<file path="config.mk">
export PLATFORM = sky130hd
export DESIGN_NAME = regfile_wb_arbiter
export DESIGN_NICKNAME = d
export VERILOG_FILES = /design/src/rtl/regfile_wb_arbiter_pkg.sv /design/src/rtl/regfile_wb_arbiter_rr_arbiter.sv /design/src/rtl/regfile_wb_arbiter.sv
export SDC_FILE = /design/constraint.sdc
export NUM_CORES = 1
export LEC_CHECK = 0
export CELL_PAD_IN_SITES_DETAIL_PLACEMENT = 1
export CELL_PAD_IN_SITES_GLOBAL_PLACEMENT = 1
export CORE_ASPECT_RATIO = 0.75
export CORE_MARGIN = 4
export CORE_UTILIZATION = 36
export DETAILED_ROUTE_END_ITERATION = 10
export PLACE_DENSITY_LB_ADDON = 0.1
export SYNTH_ARGS = -nofsm -noshare
export SYNTH_HDL_FRONTEND = slang
export SYNTH_HIERARCHICAL = 1
export SYNTH_SLANG_ARGS = --single-unit
</file>
<file path="constraint.sdc">
create_clock -name CLK -period 2.2 [get_ports CLK]
set_clock_uncertainty 0.05 [all_clocks]
set_input_delay 0.44 -clock CLK [delete_from_list [all_inputs] [get_ports CLK]]
set_output_delay 0.44 -clock CLK [all_outputs]
set_load 0.02 [all_outputs]
</file>
<file path="src/rtl/regfile_wb_arbiter_pkg.sv">
// Shared definitions for the register-file writeback arbiter.
// - RF_AW / RF_DW / NREGS : register file geometry (32 x 32-bit)
// - WB_ALU / WB_LD / WB_MD : requester indices of the standard writeback sources
// - GIDW                   : width of the exported grant index
// - reg_onehot()           : register number to 32-bit one-hot mask
package regfile_wb_arbiter_pkg;

  localparam int NREGS = 32;
  localparam int RF_AW = 5;
  localparam int RF_DW = 32;
  localparam int GIDW  = 3;

  localparam int WB_ALU = 0;
  localparam int WB_LD  = 1;
  localparam int WB_MD  = 2;

  function automatic logic [NREGS-1:0] reg_onehot(input logic [RF_AW-1:0] r);
    logic [NREGS-1:0] oh;
    oh    = '0;
    oh[r] = 1'b1;
    return oh;
  endfunction

endpackage

</file>
<file path="src/rtl/regfile_wb_arbiter_rr_arbiter.sv">
// Combinational round-robin arbiter.
// - req_i   : N request bits
// - ptr_i   : highest-priority index this cycle (must be < N)
// - gnt_o   : one-hot grant (zero when no request)
// - idx_o   : encoded index of the granted requester
// - valid_o : any request granted
module rr_arbiter #(
  parameter int N  = 3,
  parameter int IW = (N > 1) ? $clog2(N) : 1
) (
  input  logic [N-1:0]  req_i,
  input  logic [IW-1:0] ptr_i,
  output logic [N-1:0]  gnt_o,
  output logic [IW-1:0] idx_o,
  output logic          valid_o
);

  // Scan N positions starting at ptr_i, wrapping once; the first
  // requesting position wins.
  always_comb begin
    int c;
    gnt_o   = '0;
    idx_o   = '0;
    valid_o = 1'b0;
    c       = 0;
    for (int k = 0; k < N; k++) begin
      c = int'(ptr_i) + k;
      if (c >= N) c = c - N;
      if (!valid_o && req_i[c]) begin
        valid_o  = 1'b1;
        gnt_o[c] = 1'b1;
        idx_o    = IW'(c);
      end
    end
  end

endmodule

</file>
<file path="src/rtl/regfile_wb_arbiter.sv">
// Shares the single write port of the 32x32 register file between N
// writeback sources. Each source owns a one-entry slot; a round-robin
// arbiter drains one slot per cycle into the registered WE/Rw/busW.
// - CLK, RST_n          : clock, asynchronous active-low reset
// - req_valid/req_ready : per-requester handshake
// - req_rw, req_data    : per-requester destination / data (packed, i*W +: W)
// - WE, Rw, busW        : registered register-file write port
// - pend_mask           : registers with a write held in a slot or on WE
// - grant_id            : requester whose write is currently on WE/Rw/busW
module regfile_wb_arbiter
  import regfile_wb_arbiter_pkg::*;
#(
  parameter int N       = 3,
  parameter int DW      = RF_DW,
  parameter int AW      = RF_AW,
  parameter bit DROP_R0 = 1'b1
) (
  input  logic              CLK,
  input  logic              RST_n,
  input  logic [N-1:0]      req_valid,
  output logic [N-1:0]      req_ready,
  input  logic [N*AW-1:0]   req_rw,
  input  logic [N*DW-1:0]   req_data,
  output logic              WE,
  output logic [AW-1:0]     Rw,
  output logic [DW-1:0]     busW,
  output logic [NREGS-1:0]  pend_mask,
  output logic [GIDW-1:0]   grant_id
);

  localparam int IW = (N > 1) ? $clog2(N) : 1;

  logic [N-1:0]  slot_full_q, slot_full_d;
  logic [AW-1:0] slot_rw_q   [N];
  logic [AW-1:0] slot_rw_d   [N];
  logic [DW-1:0] slot_data_q [N];
  logic [DW-1:0] slot_data_d [N];

  logic            we_q, we_d;
  logic [AW-1:0]   rw_out_q, rw_out_d;
  logic [DW-1:0]   busw_q, busw_d;
  logic [GIDW-1:0] gid_q, gid_d;
  logic [IW-1:0]   ptr_q, ptr_d;

  logic [N-1:0]  gnt;
  logic [IW-1:0] win_idx;
  logic          any_gnt;

  rr_arbiter #(.N(N), .IW(IW)) u_arb (
    .req_i   (slot_full_q),
    .ptr_i   (ptr_q),
    .gnt_o   (gnt),
    .idx_o   (win_idx),
    .valid_o (any_gnt)
  );

  for (genvar gi = 0; gi < N; gi++) begin : g_slot
    logic [AW-1:0] in_rw;
    logic [DW-1:0] in_data;
    logic          take;
    logic          drop;

    assign in_rw   = req_rw[gi*AW +: AW];
    assign in_data = req_data[gi*DW +: DW];

    // A slot being drained this cycle can take a new entry at the same edge.
    assign req_ready[gi] = ~slot_full_q[gi] | gnt[gi];
    assign take          = req_valid[gi] & req_ready[gi];
    assign drop          = DROP_R0 && (in_rw == '0);

    // Writes to r0 are consumed but never occupy the slot; a refill
    // takes precedence over the drain of the old entry.
    assign slot_full_d[gi] = take ? ~drop : (slot_full_q[gi] & ~gnt[gi]);
    assign slot_rw_d[gi]   = take ? in_rw   : slot_rw_q[gi];
    assign slot_data_d[gi] = take ? in_data : slot_data_q[gi];
  end

  // Output stage next state: load the winner, otherwise only WE drops.
  always_comb begin
    we_d     = any_gnt;
    rw_out_d = rw_out_q;
    busw_d   = busw_q;
    gid_d    = gid_q;
    ptr_d    = ptr_q;
    if (any_gnt) begin
      rw_out_d = slot_rw_q[win_idx];
      busw_d   = slot_data_q[win_idx];
      gid_d    = GIDW'(win_idx);
      ptr_d    = (win_idx == IW'(N - 1)) ? '0 : win_idx + 1'b1;
    end
  end

  always_ff @(posedge CLK or negedge RST_n) begin
    if (!RST_n) begin
      slot_full_q <= '0;
      slot_rw_q   <= '{default: '0};
      slot_data_q <= '{default: '0};
      we_q        <= 1'b0;
      rw_out_q    <= '0;
      busw_q      <= '0;
      gid_q       <= '0;
      ptr_q       <= '0;
    end else begin
      slot_full_q <= slot_full_d;
      slot_rw_q   <= slot_rw_d;
      slot_data_q <= slot_data_d;
      we_q        <= we_d;
      rw_out_q    <= rw_out_d;
      busw_q      <= busw_d;
      gid_q       <= gid_d;
      ptr_q       <= ptr_d;
    end
  end

  // Pending mask is built from registered state only, so decode sees no
  // combinational path from the requesters.
  always_comb begin
    pend_mask = '0;
    for (int i = 0; i < N; i++) begin
      if (slot_full_q[i]) pend_mask = pend_mask | reg_onehot(slot_rw_q[i]);
    end
    if (we_q) pend_mask = pend_mask | reg_onehot(rw_out_q);
  end

  assign WE       = we_q;
  assign Rw       = rw_out_q;
  assign busW     = busw_q;
  assign grant_id = gid_q;

endmodule

</file>
==> qor.yml, run 1 <==
status: "finished with violations"
violations: "setup timing"
ys_seq_area_share_pct: 48.0
start_kind: "flop"
synth_area_mm2: 0.00813
placed_cells: 1241
gp_congestion: 0.862
cts_tree: "done"
grt_usage_pct: 26.7
initialDrtViolationCount: 439
layout_commonest_cell: "clkdlybuf4s50_1"
clk_latency_ps: 440
report.power.total_mw: 30.4
p_leak_nw: 6.22
die_h_um: 138
clock_tree.buffer_depth: 2
slew_viol_final: 0
cp_slowest_stage_delay_ps: 440
crit_family: "buffers and inverters"
rsz0062_at_grt: "yes"
post-dp-hpwl_um: 21000
critPathBufInv: 6
ys_warn_count: 6
maxCapViolations: 0
coreArea_mm2: 0.0221
setup_viol: 189
wl_per_cell_um: 26.7
endpoint_kind: "flop"
path_class: "flop to flop"
yosys_most_used_dff: "dfrtp_1"
die-area_mm2: 0.0251
crit_chain: "inv_4 > ha_4 > mux2i_4 > mux2i_4 > buf_6 > buf_6 > a21oi_4 > nor2_4 > buf_12 > nor2b_4 > buf_12 > clkbuf_16 > nand2_1 > a31oi_1"
grt_pass1_vias: 8398
fmax_ghz: 0.367
vias: 7621
routed_wl_um: 36600
ys_async_sr_fraction_pct: 100
final_cell_mix: "151 x clkdlybuf4s50_1, 145 x dfrtp_1, 104 x buf_4"
synth_nets: 824
start_util_pct: 36.8
die_w_um: 182
syn2layout_area_growth_pct: 76.3
grt_pass1_wl_um: 51800
final_layout_size_suffix_gt1_share_pct: 48.4
fin_cells: 1373
htree_levels: 4
cts.sink_count: 156
port_buffers: 190
setup_ws_ps: -526
grt.overflow.total: 0
crit_fanout: 8
arrival_ps: 3010
ys_ff_latch: 156
nNetsFinal: 1186
fin_crit_sh_pct: 124
rows: 47
worst_pin_slew_ps: 882
hp-class: "flop to flop"
slew_headroom_pct: 41.2
root_buffer: "clkbuf_16"
drc_errors: 0
ir_drop_mv: 1.02
antenna_cells: 0
ys_types: 63
syn_inst: 704
grt_max_degree: 46
detail-route-antenna-nets: 0
cts_buffers: 17
final_period_minus_worst_setup_slack_ps: 2730
syn_avg_cell_area_um2: 11.5
antenna_found_initial: 1
pin_count: 192
p_per_area_mw_per_mm2: 2120
cp_data_required_time_ps: 2480
clk_pin_slew_ps: 70
drtPass1Iterations: 5
crit_slowest_cell: "dfrtp_2"
synth-edff-count: 0
finalHoldViolCount: 0
via_per_inst: 5.55
power by group:
| group | switching [mW] | internal (mW) | total, mW |
|---|---|---|---|
| combinational | 9.84 | 11.9 | 21.7 |
| sequential | 1.22 | 4.48 | 5.70 |
| clock | 1.46 | 1.52 | 2.98 |
| total | 12.5 | 17.9 | 30.4 |
logic make-up (layout without fill, tap and decap cells):
kind of cell	after synthesis	in the layout	share of synthesized area (%)
DFF	156	156	48.0
muxes	155	155	21.2
other	1	1	0.0461
and+or+nand+nor	204	211	14.0
AOI/OAI and AO/OA	127	127	11.8
buffers and inverters	57	425	4.36
adders and majority gates	4	4	0.616
timing repair:
item                                    4_1_cts  5_1_grt
cloned                                       14        4
endpoints found under the setup margin      188      190
gates resized for setup                     427      144
setup buffers                                65       28
pin swaps                                    39       71
endpoints found under the hold margin        42        0
hold buffers                                  1        0
final timing paths:
path / slack, ps / from / to / cells past startpoint
min in group asynchronous: 470 / RST_n / slot_data_q[59] / 2
hold / removal: 450 / slot_data_q[85] / slot_data_q[85] / 1
setup / recovery: -530 / ptr_q[1] / busW[30] / 14
setup reg to reg: -530 / ptr_q[1] / busW[30] / 14
max in group asynchronous: 970 / RST_n / ptr_q[1] / 3
hold reg to reg: 450 / slot_data_q[85] / slot_data_q[85] / 1
stage by stage:
| step | setup TNS (ps) | utilization (%) | setup WS [ps] | hold WS (ps) | cell area (um^2) |
|---|---|---|---|---|---|
| after floorplan | -7470 | - | -136 | 94.4 | 8220 |
| after global placement | -71750 | 50.7 | -552 | 358 | 11200 |
| after detailed placement | -80840 | 50.7 | -580 | 368 | 11200 |
| after CTS | -57280 | 61.0 | -474 | 445 | 13500 |
| after global routing | -85640 | 64.8 | -641 | 465 | 14300 |
| final | -68870 | 64.8 | -526 | 449 | 14300 |
cells in the mapped netlist (2+ instances only):
cell	n	share of area [%]
and2_1	2	0.15
or4_1	3	0.28
mux2_2	41	5.7
or3_1	2	0.15
nand3_1	6	0.37
nand2_2	3	0.23
or2_2	4	0.31
mux2i_1	38	4.7
or4b_4	2	0.34
dfrtp_1	156	48
o22ai_1	6	0.46
nor2b_1	11	0.85
nand4b_1	4	0.43
nand2_1	45	2.1
o22a_1	10	1.1
a21oi_1	12	0.74
buf_6	12	1.7
buf_4	4	0.37
a2bb2oi_1	5	0.54
buf_1	4	0.18
and4b_1	3	0.37
o221ai_1	26	2.8
inv_1	5	0.23
and3_1	2	0.15
mux2i_4	2	0.55
o21ai_0	3	0.18
clkbuf_1	19	0.88
nand2b_1	15	1.2
or2_1	28	2.2
nand4_1	3	0.23
mux2_1	74	10
buf_2	10	0.62
a22oi_1	16	1.5
nor3_1	2	0.12
a31oi_1	33	2.5
nor4bb_1	3	0.37
ha_1	4	0.62
nand3b_1	4	0.37
nor2_1	48	2.2
a221o_1	4	0.49
or2_0	4	0.31
and4bb_2	5	0.77
metal layers:
layer | GRT usage (%) | share of wire (%) | up-vias
met5 | 0 | 0.030 | -
met4 | 5.57 | 1.8 | 2
met3 | 6.75 | 6.2 | 51
met2 | 44.5 | 48 | 309
met1 | 35.6 | 44 | 3920
li1 | - | - | 3339
sequential cells by signal, summed over array words and instances (netlist names):
signal / flops
ptr_q: 2
grant_id: 2
slot_full_q: 3
slot_rw_q: 15
slot_data_q: 96
WE: 1
busW: 32
Rw: 5
cell type report:
type	instances	area [um^2]
flip-flops and latches	156	3920
clock inverters	15	151
repair buffers	388	4280
clock buffers	17	425
multi-input cells	498	5160
fillers	2143	7780
well taps	294	368
inverters	5	26.3
Power figures use the tool's default switching activity.
==> run 2, diff against run 1 <==
--- a/config.mk
+++ b/config.mk
@@ -11,6 +11,7 @@
 export CORE_MARGIN = 4
 export CORE_UTILIZATION = 36
 export DETAILED_ROUTE_END_ITERATION = 10
+export GPL_ROUTABILITY_DRIVEN = 1
 export PLACE_DENSITY_LB_ADDON = 0.1
 export SYNTH_ARGS = -nofsm -noshare
 export SYNTH_HDL_FRONTEND = slang
==> results of run 2 <==
No change in the layout: final DEF, timing and power equal those of run 1.
